==> src/rtl/simon_encrypt_ctrl.sv <==
// Iterative Simon32/64 encryption controller: one registered round is reused for
// all rounds while the key schedule is expanded alongside it, one word per cycle.

module simon_round (
  input  logic        clk,
  input  logic        reset,
  input  logic        en,
  input  logic [15:0] x_in,
  input  logic [15:0] y_in,
  input  logic [15:0] key_in,
  output logic [15:0] x_out,
  output logic [15:0] y_out
);

  function automatic logic [15:0] rol1(input logic [15:0] v);
    return {v[14:0], v[15]};
  endfunction

  function automatic logic [15:0] rol2(input logic [15:0] v);
    return {v[13:0], v[15:14]};
  endfunction

  function automatic logic [15:0] rol8(input logic [15:0] v);
    return {v[7:0], v[15:8]};
  endfunction

  // One Feistel round, registered; holds its result while not enabled
  always_ff @(posedge clk) begin
    if (reset) begin
      x_out <= 16'h0000;
      y_out <= 16'h0000;
    end else if (en) begin
      x_out <= y_in ^ (rol1(x_in) & rol8(x_in)) ^ rol2(x_in) ^ key_in;
      y_out <= x_in;
    end
  end

endmodule

module simon_encrypt_ctrl #(
  parameter int ROUNDS = 32
) (
  input  logic        clk,
  input  logic        reset,
  input  logic        start,
  input  logic [63:0] key,
  input  logic [15:0] pt_x,
  input  logic [15:0] pt_y,
  output logic        busy,
  output logic        done,
  output logic [15:0] ct_x,
  output logic [15:0] ct_y
);

  typedef enum logic [1:0] {
    IDLE = 2'd0,
    RUN  = 2'd1,
    DONE = 2'd2
  } state_t;

  // z0 sequence written with z0[0] as the MSB, so bit i is at index 31-i
  localparam logic [31:0] Z0_SEQ = 32'b1111_1010_0010_0101_0110_0001_1100_1101;

  state_t      state_r;
  state_t      state_next_s;
  logic [4:0]  cnt_r;
  logic [15:0] kr_r [4];
  logic [15:0] hold_x_r;
  logic [15:0] hold_y_r;
  logic [15:0] t_s;
  logic [15:0] knew_s;
  logic [15:0] x_in_s;
  logic [15:0] y_in_s;
  logic [15:0] x_out_s;
  logic [15:0] y_out_s;
  logic        round_en_s;

  function automatic logic [15:0] ror1(input logic [15:0] v);
    return {v[0], v[15:1]};
  endfunction

  function automatic logic [15:0] ror3(input logic [15:0] v);
    return {v[2:0], v[15:3]};
  endfunction

  // Next-state decode
  always_comb begin
    state_next_s = state_r;
    case (state_r)
      IDLE: begin
        if (start) state_next_s = RUN;
        else       state_next_s = IDLE;
      end
      RUN: begin
        if (cnt_r == 5'(ROUNDS - 1)) state_next_s = DONE;
        else                         state_next_s = RUN;
      end
      DONE:    state_next_s = IDLE;
      default: state_next_s = IDLE;
    endcase
  end

  // State register; busy is registered from the next state so it tracks state != IDLE
  always_ff @(posedge clk) begin
    if (reset) begin
      state_r <= IDLE;
      busy    <= 1'b0;
    end else begin
      state_r <= state_next_s;
      busy    <= (state_next_s != IDLE);
    end
  end

  // Key expansion and round operand selection
  always_comb begin
    t_s        = ror3(kr_r[3]) ^ kr_r[1];
    knew_s     = kr_r[0] ^ t_s ^ ror1(t_s) ^ 16'hFFFC ^ {15'd0, Z0_SEQ[5'd31 - cnt_r]};
    round_en_s = (state_r == RUN);
    if (cnt_r == 5'd0) begin
      x_in_s = hold_x_r;
      y_in_s = hold_y_r;
    end else begin
      x_in_s = x_out_s;
      y_in_s = y_out_s;
    end
  end

  // Operand latch, key shift register, round counter and ciphertext capture
  always_ff @(posedge clk) begin
    if (reset) begin
      cnt_r    <= 5'd0;
      kr_r[0]  <= 16'h0000;
      kr_r[1]  <= 16'h0000;
      kr_r[2]  <= 16'h0000;
      kr_r[3]  <= 16'h0000;
      hold_x_r <= 16'h0000;
      hold_y_r <= 16'h0000;
      ct_x     <= 16'h0000;
      ct_y     <= 16'h0000;
      done     <= 1'b0;
    end else begin
      done <= 1'b0;
      case (state_r)
        IDLE: begin
          if (start) begin
            kr_r[0]  <= key[15:0];
            kr_r[1]  <= key[31:16];
            kr_r[2]  <= key[47:32];
            kr_r[3]  <= key[63:48];
            hold_x_r <= pt_x;
            hold_y_r <= pt_y;
            cnt_r    <= 5'd0;
          end
        end
        RUN: begin
          kr_r[0] <= kr_r[1];
          kr_r[1] <= kr_r[2];
          kr_r[2] <= kr_r[3];
          kr_r[3] <= knew_s;
          cnt_r   <= cnt_r + 5'd1;
        end
        DONE: begin
          ct_x <= x_out_s;
          ct_y <= y_out_s;
          done <= 1'b1;
        end
        default: begin
          done <= 1'b0;
        end
      endcase
    end
  end

  simon_round round (
    .clk    (clk),
    .reset  (reset),
    .en     (round_en_s),
    .x_in   (x_in_s),
    .y_in   (y_in_s),
    .key_in (kr_r[0]),
    .x_out  (x_out_s),
    .y_out  (y_out_s)
  );

endmodule

==> config.mk <==
export PLATFORM = sky130hd
export DESIGN_NAME = simon_encrypt_ctrl
export DESIGN_NICKNAME = d
export VERILOG_FILES = /design/src/rtl/simon_encrypt_ctrl.sv
export SDC_FILE = /design/constraint.sdc
export NUM_CORES = 1
export LEC_CHECK = 0
export ABC_AREA = 1
export CAP_MARGIN = 5
export CORE_MARGIN = 10
export CORE_UTILIZATION = 30
export CTS_BUF_LIST = sky130_fd_sc_hd__clkbuf_8
export CTS_CLUSTER_DIAMETER = 120
export DETAILED_ROUTE_END_ITERATION = 8
export PLACE_DENSITY_LB_ADDON = 0.15
export SYNTH_ARGS = -nofsm -noshare
export SYNTH_HDL_FRONTEND = slang
export SYNTH_HIERARCHICAL = 1
export SYNTH_SLANG_ARGS = --single-unit
==> constraint.sdc <==
create_clock -name clk -period 2.8 [get_ports clk]
set_input_delay 0.56 -clock clk [delete_from_list [all_inputs] [get_ports clk]]
set_output_delay 0.56 -clock clk [all_outputs]
set_load 0.01 [all_outputs]
==> reports/metrics.yaml <==
outcome:
  status: "complete, no violations"
sta:
  fin_worst_skew_ns: 0.0192
  layout_min_cycle_time_ns: 2.61
  worst_slack_ns: 0.188
  fmax_ghz: 0.383
  rsz0062_at_grt: "no"
  setup_viol: 0
  maxSlewViolCount: 0
  setup_tns_ns: 0
  final.period_utilization_pct: 93.3
  finalHoldViolations: 0
  relSlewSlack_pct: 30.8
  worst_pin_slew_ns: 1.04
  fin_hold_ws_ns: 0.462
worst_hold_path:
  hp-class: "register to register"
die:
  initial_core_util_pct: 30.3
  rows: 62
  boundaryPins: 133
  core-area_um2: 28500
  die_h_um: 190
  die_w_um: 190
  die_area_um2: 36000
worst_setup_path:
  crit_fanout: 64
  start_kind: "register"
  worstSetupPathType: "register to register"
  crit_arrival_ns: 2.99
  crit_required_ns: 3.18
  critPathCaptureType: "register"
place:
  hpwl_mm: 20.1
  io_buffers: 132
  dp_cells: 1699
  dp_slack_ns: 0.254
  place.gp.congestion: 0.839
clock_network:
  cts_root_buffer: "clkbuf_8"
  cts_tree: "yes"
  insertion_delay_ns: 0.48
  htree_num_levels: 4
  cts_resized: 0
  clk_path_buf_depth: 2
  clkTransAtPathRegs_ns: 0.10
  cts_sinks: 169
  numCtsBuffers: 17
  post_cts_buffers: 0
  postCtsHoldBufs: 0
global_route:
  grtUsageTotal_pct: 14.9
  grt-ovfl-total: 0
  grt_pass1_wl_mm: 42.2
  antenna_found_initial: 0
  first_global_vias: 7545
  grt_max_degree: 68
power_and_ir_drop:
  peakVddDrop_mv: 0.323
  switching_share_pct: 32.7
  p_seq_share_pct: 47.2
  p_comb_share_pct: 21.7
  p_int_uw: 4240
  switching_power_uw: 2060
  leakage_uw: 0.00465
  p_per_area_nw_per_um2: 586
  pwr-share-clk_pct: 31.2
yosys:
  netlist_area_um2: 8650
  synthesis.nets: 1321
  yosysTopAreaCellShare_pct: 24.3
  synth_seq_cells: 169
  synth.distinct_cells: 29
  syn_avg_cell_area_um2: 7.11
  synth_top_area_cell: "dfxtp_1"
  ys_warn_count: 6
  synth_area_leaders: "dfxtp_1 (24%), edfxtp_1 (22%), nand2_1 (17%)"
  synthCells: 1217
  synth_seq_area_share_pct: 46.5
cells_and_area:
  final_common_cell: "nand2_1"
  n_antenna_cell: 0
  final_cell_mix: "nand2_1 (402), inv_1 (151), o21ai_0 (144)"
  layout.nets: 1438
  areaGrowthSynthToFinish_pct: 24.3
  stdcell_count: 1731
  layout-drive-gt1-share_pct: 5.35
run:
  cap_violations: 0
route:
  viasPerCell: 4.54
  drc: 0
  ant_nets: 0
  drt_iter0_drc: 563
  finalWirelength_mm: 26.9
  dr_total_vias: 7856
  post_drt_wl_per_cell_um: 15.5
  drt_pass1_iterations: 5
## synth_stat cells (all sizes together)
library cell  instances
nand4                 2
xnor2                 2
nor2                138
buf                  31
nand3                58
ha                    5
edfxtp               64
o21ai               148
o22ai                 1
xor2                 13
a21oi                52
nand2               402
clkbuf               23
dfxtp               105
inv                 156
a211oi               17
## final timing paths
path / slack (ns) / depth (start not counted) / endpoint / start
worst min-delay path: 0.46 / 2 / hold_y_r[10] / hold_y_r[10]
worst max-delay path: 0.19 / 12 / round/x_out[8] / cnt_r[0]
worst max register to register: 0.19 / 12 / round/x_out[8] / cnt_r[0]
worst min register to register: 0.46 / 2 / hold_y_r[10] / hold_y_r[10]
## worst max-delay path, stage by stage, from the launching register on
cell	delay (ns)
dfxtp_1	0.36
inv_1	0.15
ha_1	0.18
nand4_2	0.13
buf_12	0.21
o21ai_0	0.76
inv_1	0.22
nand2_1	0.11
nand2_1	0.06
nand3_1	0.06
nand3_1	0.11
nand2_1	0.11
inv_1	0.04
## power by group through the flow
stage / sequential (uW) / clock [uW] / combinational, uW
global placement: 3030 / 0 / 1350
CTS: 2970 / 2010 / 1380
global route: 2990 / 2110 / 1580
finish: 2970 / 1960 / 1360
floorplan: 2940 / 0 / 961
detailed placement: 3030 / 0 / 1370
## registers in the layout, summed over array words and instances, names as in the netlist
| signal | count |
|---|---|
| state_r | 2 |
| kr_r | 64 |
| ct_x | 16 |
| cnt_r | 5 |
| hold_x_r | 16 |
| round/x_out | 16 |
| round/y_out | 16 |
| ct_y | 16 |
| hold_y_r | 16 |
| done | 1 |
| busy | 1 |
## per-layer routing
metal | global-route usage, % | vias to the layer above | share of wire (%)
met5 | 0 | - | 0
met3 | 3.28 | 18 | 4.3
met2 | 24.7 | 168 | 48
met4 | 3.45 | 0 | 1.0
li1 | - | 4072 | -
met1 | 19.5 | 3598 | 47
## stage by stage
stage / utilization, % / total power, uW / cell area [um2]
3_3_place_gp: 36.1 / 4380 / 10300
4_1_cts: 37.7 / 6360 / 10700
5_1_grt: 37.7 / 6680 / 10700
6_report: 37.7 / 6300 / 10700
3_5_place_dp: 36.1 / 4390 / 10300
2_1_floorplan: - / 3900 / 8650
## kinds of logic after synthesis
family / count (synthesis) / synth area share (%)
buffers and inverters: 210 / 10.4
flip-flops: 169 / 46.5
XOR/XNOR: 15 / 1.52
AO/OA/AOI/OAI: 218 / 13.4
adder cells (fa/ha/maj): 5 / 0.723
AND/OR/NAND/NOR: 600 / 27.4
## cell type report
type,count,area [um2]
multi-input cells,838,3730
flip-flops and latches,169,4020
clock buffers,18,248
fillers,3065,17800
repair buffers,152,1490
well taps,384,480
inverters,156,586
clock inverters,14,185
Note: power is estimated with default switching activity, not from simulation.
